File: src/rtl/add_shift_mul_gen_if.sv
// Request/result bundle for add_shift_mul_gen: operands, sign modes and the
// ready/start/done handshake. The controller uses master, the multiplier uses slave.
interface add_shift_mul_gen_if #(
  parameter int unsigned N = 8,
  parameter int unsigned M = 8
);
  logic             start;
  logic             sign_a;
  logic             sign_b;
  logic [N-1:0]     A;
  logic [M-1:0]     B;
  logic [N+M-1:0]   Y;
  logic             ready;
  logic             busy;
  logic             done;

  modport master (
    output start, sign_a, sign_b, A, B,
    input  Y, ready, busy, done
  );

  modport slave (
    input  start, sign_a, sign_b, A, B,
    output Y, ready, busy, done
  );
endinterface

File: src/rtl/add_shift_mul_gen.sv
// Sequential N x M add-shift multiplier with per-operand signed/unsigned mode.
// Define MUL_EARLY_DONE_EN to finish immediately when either operand is zero.
module add_shift_mul_gen #(
  parameter int unsigned N    = 8,
  parameter int unsigned M    = 8,
  parameter int unsigned logN = 4
) (
  input logic                 clk,
  input logic                 rst,
  add_shift_mul_gen_if.slave  bus
);

  localparam logic [1:0] IDLE = 2'd0;
  localparam logic [1:0] RUN  = 2'd1;
  localparam logic [1:0] DONE = 2'd2;

  localparam logic [logN-1:0] CntOne  = logN'(1);
  localparam logic [logN-1:0] CntLast = logN'(N);

  logic [1:0]      state_q, state_d;
  logic [N+M:0]    acc_q, acc_d;
  logic [logN-1:0] count_q, count_d;
  logic [N+M-1:0]  y_q, y_d;
  logic [M-1:0]    b_q, b_d;
  logic            sign_a_q, sign_a_d;
  logic            sign_b_q, sign_b_d;

  logic            last_step;
  logic            early;
  logic [M:0]      b_ext;
  logic [M+1:0]    hi_ext;
  logic [M+1:0]    addend;
  logic [M+1:0]    sum;
  logic [N+M:0]    acc_step;

  `ifdef MUL_EARLY_DONE_EN
  assign early = (bus.A == '0) || (bus.B == '0);
  `else
  assign early = 1'b0;
  `endif

  // The final step subtracts for a signed A: its MSB weighs -2^(N-1).
  always_comb begin
    last_step = (count_q == CntLast);
    b_ext     = acc_q[0] ? {sign_b_q & b_q[M-1], b_q} : '0;
    hi_ext    = {acc_q[N+M], acc_q[N+M:N]};
    addend    = {b_ext[M], b_ext};
    sum       = (last_step && sign_a_q) ? (hi_ext - addend) : (hi_ext + addend);
    acc_step  = {sum, acc_q[N-1:1]};
  end

  always_comb begin
    state_d  = state_q;
    acc_d    = acc_q;
    count_d  = count_q;
    y_d      = y_q;
    b_d      = b_q;
    sign_a_d = sign_a_q;
    sign_b_d = sign_b_q;
    unique case (state_q)
      IDLE: begin
        if (bus.start) begin
          sign_a_d = bus.sign_a;
          sign_b_d = bus.sign_b;
          b_d      = bus.B;
          acc_d    = {{(M+1){1'b0}}, bus.A};
          count_d  = CntOne;
          if (early) begin
            state_d = DONE;
            y_d     = '0;
          end else begin
            state_d = RUN;
          end
        end
      end
      RUN: begin
        acc_d = acc_step;
        if (last_step) begin
          state_d = DONE;
          y_d     = acc_step[N+M-1:0];
        end else begin
          count_d = count_q + CntOne;
        end
      end
      DONE:    state_d = IDLE;
      default: state_d = IDLE;
    endcase
  end

  always_ff @(posedge clk) begin
    if (rst) begin
      state_q  <= IDLE;
      acc_q    <= '0;
      count_q  <= '0;
      y_q      <= '0;
      b_q      <= '0;
      sign_a_q <= 1'b0;
      sign_b_q <= 1'b0;
    end else begin
      state_q  <= state_d;
      acc_q    <= acc_d;
      count_q  <= count_d;
      y_q      <= y_d;
      b_q      <= b_d;
      sign_a_q <= sign_a_d;
      sign_b_q <= sign_b_d;
    end
  end

  assign bus.Y     = y_q;
  assign bus.ready = (state_q == IDLE);
  assign bus.busy  = (state_q != IDLE);
  assign bus.done  = (state_q == DONE);

endmodule

File: src/flat_wrapper.sv
// flat-port wrapper written by rule: the top's interface ports become plain ports
module add_shift_mul_gen_flat 
#(
  parameter int unsigned N    = 8,
  parameter int unsigned M    = 8,
  parameter int unsigned logN = 4
)
  (clk, rst, bus_start, bus_sign_a, bus_sign_b, bus_A, bus_B, bus_Y, bus_ready, bus_busy, bus_done);
  add_shift_mul_gen_if #(.N(N), .M(M)) bus_i ();
  input logic clk;
  input logic rst;
  input wire logic [$bits(bus_i.start)-1:0] bus_start;
  input wire logic [$bits(bus_i.sign_a)-1:0] bus_sign_a;
  input wire logic [$bits(bus_i.sign_b)-1:0] bus_sign_b;
  input wire logic [$bits(bus_i.A)-1:0] bus_A;
  input wire logic [$bits(bus_i.B)-1:0] bus_B;
  output wire logic [$bits(bus_i.Y)-1:0] bus_Y;
  output wire logic [$bits(bus_i.ready)-1:0] bus_ready;
  output wire logic [$bits(bus_i.busy)-1:0] bus_busy;
  output wire logic [$bits(bus_i.done)-1:0] bus_done;
  assign bus_i.start = bus_start;
  assign bus_i.sign_a = bus_sign_a;
  assign bus_i.sign_b = bus_sign_b;
  assign bus_i.A = bus_A;
  assign bus_i.B = bus_B;
  assign bus_Y = bus_i.Y;
  assign bus_ready = bus_i.ready;
  assign bus_busy = bus_i.busy;
  assign bus_done = bus_i.done;
  add_shift_mul_gen #(.N(N), .M(M), .logN(logN)) u_core (.clk(clk), .rst(rst), .bus(bus_i));
endmodule
File: config.mk
export PLATFORM = sky130hd
export DESIGN_NAME = add_shift_mul_gen_flat
export DESIGN_NICKNAME = d
export VERILOG_FILES = /design/src/rtl/add_shift_mul_gen_if.sv /design/src/rtl/add_shift_mul_gen.sv /design/src/flat_wrapper.sv
export SDC_FILE = /design/constraint.sdc
export NUM_CORES = 1
export LEC_CHECK = 0
export BUFFER_PORTS_ARGS = -buffer_cell sky130_fd_sc_hd__buf_2
export CORE_MARGIN = 2
export CORE_UTILIZATION = 51
export CTS_CLUSTER_SIZE = 10
export DETAILED_ROUTE_END_ITERATION = 8
export PLACE_DENSITY = 0.81
export SETUP_SLACK_MARGIN = 0.5
export SYNTH_ARGS = -nofsm -noshare
export SYNTH_HDL_FRONTEND = slang
export SYNTH_SLANG_ARGS = --single-unit
File: constraint.sdc
create_clock -name clk -period 2.7 [get_ports clk]
set_input_delay 0.27 -clock clk [delete_from_list [all_inputs] [get_ports clk]]
set_output_delay 0.27 -clock clk [all_outputs]
set_load 0.02 [all_outputs]
==> flow_summary.yaml <==
run_status:
  outcome: "complete, no violations"
layout:
  num_antenna_cells: 0
  layout.nets: 435
  layout_common_cells: "nand2_1, dfxtp_1, a21oi_1, nor2_1, buf_2"
  fin_util: 0.667
  stdcell_area_sq_mm: 0.00340
  multi_input_area_sq_mm: 0.00176
  register_area_sq_um: 991
  final.fill_count: 396
  areaGrowthSynthToFinish_pct: 26.5
  drive_gt1_frac: 0.289
  mostFrequentLayoutCell: "nand2_1"
sta:
  rsz0062_at_grt: "yes"
  hold_viol: 0
  hold_ws_ns: 0.181
  fin_crit_sh: 0.984
  setup_viol: 0
  drv_slew: 0
  fmax_mhz: 376
  fin_tns_setup_ns: 0
  slew_headroom: 0.397
  min_period_ns: 2.66
  fin_skew_ns: 0.00999
  tightest_slew_ns: 0.905
global_routing:
  grt_pass1_wl_mm: 11.6
  grt_pass1_vias: 2506
  gr-total-overflow: 0
  track_usage: 0.240
  grt_max_degree: 51
  antenna_found_initial: 0
place:
  dpl_cell_area_sq_mm: 0.00307
  numPortBuffers: 39
  gp_congestion: 0.894
  dpl.hpwl_mm: 4.71
worst_setup_path:
  crit_type: "reg -> reg"
  crit_path_start_kind: "flip-flop"
  endpoint_kind: "flip-flop"
  crit_path_max_fanout: 4
  crit_arrival_ns: 2.87
  crit_required_ns: 2.91
  reg2reg_depth: 10
synthesis:
  async_flop_share: 0
  synth_area_sq_mm: 0.00269
  synth.area.top_cells: "dfxtp_1, nand2_1, a21oi_1"
  ys_ff_latch: 49
  syn_avg_cell_area_sq_um: 7.82
  synth_adder_area_share: 0.0632
  syn-num-nets: 378
  ys_seq_area_frac: 0.364
  ys_types: 52
  ys_warn_count: 0
  synth_xor_area_frac: 0.0391
  synth_top_area_frac: 0.364
  synth.largest_area_cell: "dfxtp_1"
  synthSimpleGateAreaFrac: 0.254
  syn-instance-count: 344
  synth_top_family_by_area: "simple AND/OR/NAND/NOR gates"
  synth_edf_count: 0
  synth-compound-area-share: 0.229
  synth-main-ff-cell: "dfxtp_1"
  synth.area.mux_share: 0
min_path:
  holdPathStages: 3
  holdCritPathClass: "in -> reg"
routing:
  drt_iter0_drc: 205
  wire_per_inst_microns: 15.4
  firstDrtPassIters: 4
  drcViolationCount: 0
  antenna_left: 0
  via_count: 2702
  viasPerCell: 5.72
  totalWireLength_mm: 7.29
clocking:
  path_clk_slew_ns: 0.10
  cts_tree: "built"
  clock_sinks: 49
  cts_htree_levels: 2
  clockBufferDepth: 2
  cts_buffers: 5
  clock_latency_ns: 0.32
  ctsRootBufferMaster: "clkbuf_8"
  hold_buffers: 0
die:
  dieWidth_microns: 76.6
  num_rows: 26
  die-area_sq_mm: 0.00587
  boundaryPins: 40
  core_sq_mm: 0.00511
  chipHeight_microns: 76.6
  initial_utilization: 0.527
job:
  cap_viol_max_count: 0
pwr:
  ir_drop_mv: 0.333
  p_total_w: 0.00218
  powerDensity_mw_per_mm2: 641
  p_leak_nw: 1.41
worst max-delay path, stage by stage (launching register included):
cell,delay [ns]
dfxtp_1,0.33
buf_4,0.15
nor4_4,0.33
a21oi_2,0.10
xor2_1,0.19
nand2_1,0.08
ha_1,0.19
or4_1,0.53
o22a_1,0.25
xor2_1,0.17
a22o_1,0.21
synthesized netlist by cell type, types with 2 or more instances:
cell	count
nor3b_1	2
xor2_1	7
o31ai_1	3
clkbuf_1	12
ha_1	12
buf_1	3
a21o_1	2
o221a_1	4
xnor2_1	5
o21ai_1	5
nor2_1	43
nor3_1	7
a22o_1	3
nand2b_1	2
dfxtp_1	49
a221oi_1	2
o21ai_0	4
a2111oi_0	4
a31oi_1	2
nand2_1	62
a211oi_1	3
o21a_1	4
a21oi_1	45
a22oi_1	2
nor2b_1	12
buf_2	3
and2_1	3
nand3_1	4
inv_1	12
what timing repair did:
action	CTS	global route
setup buffers	9	7
endpoints found under the setup margin	13	15
pin swaps	14	17
gates resized for setup	15	12
logic make-up after synthesis:
group / Yosys count
and+or+nand+nor: 146
xor gates and xnor gates: 12
DFF: 49
adders and majority gates: 13
buffers and inverters: 32
AOI/OAI and AO/OA: 92
report_power, final:
group	internal [W]	switching (W)
logic	0.000432	0.000474
clock network	0.000184	0.000268
registers	0.000771	0.0000532
total	0.00139	0.000795
final timing paths:
check	startpoint	end	slack [ns]
max reg2reg	u_core.b_q[1]	u_core.acc_q[15]	0.04
max	u_core.b_q[1]	u_core.acc_q[15]	0.04
min reg2reg	u_core.bus.Y[2]	u_core.bus.Y[2]	0.46
min	bus_B[0]	u_core.b_q[0]	0.18
sequential cells by signal (all words and copies together) (netlist names):
name             count
u_core.b_q           8
u_core.sign_a_q      1
u_core.bus.Y        16
u_core.sign_b_q      1
u_core.state_q       2
u_core.count_q       4
u_core.acc_q        17
routing by layer:
metal	global-route usage	part of all wire	up-vias
met2	0.421	0.50	94
met5	0	0	-
met3	0.0415	0.051	31
li1	-	-	1305
met1	0.292	0.41	1272
met4	0.0945	0.039	0
through the flow:
stage                     worst slack, ns  std cells
after floorplan                     0.186        344
after global placement             0.0411        448
after detailed placement          -0.0626        448
after CTS                           0.120        465
after global routing             -0.00100        472
final                              0.0434        472
cell type report:
cell class | instances | share of cell area
clock buffer | 5 | 0.0202
clock inverter | 3 | 0.00625
inverter | 12 | 0.0132
multi-input combinational | 263 | 0.517
sequential | 49 | 0.291
tap | 70 | 0.0257
timing repair buffer | 70 | 0.127
No activity file was read; power rests on OpenSTA's default activity.
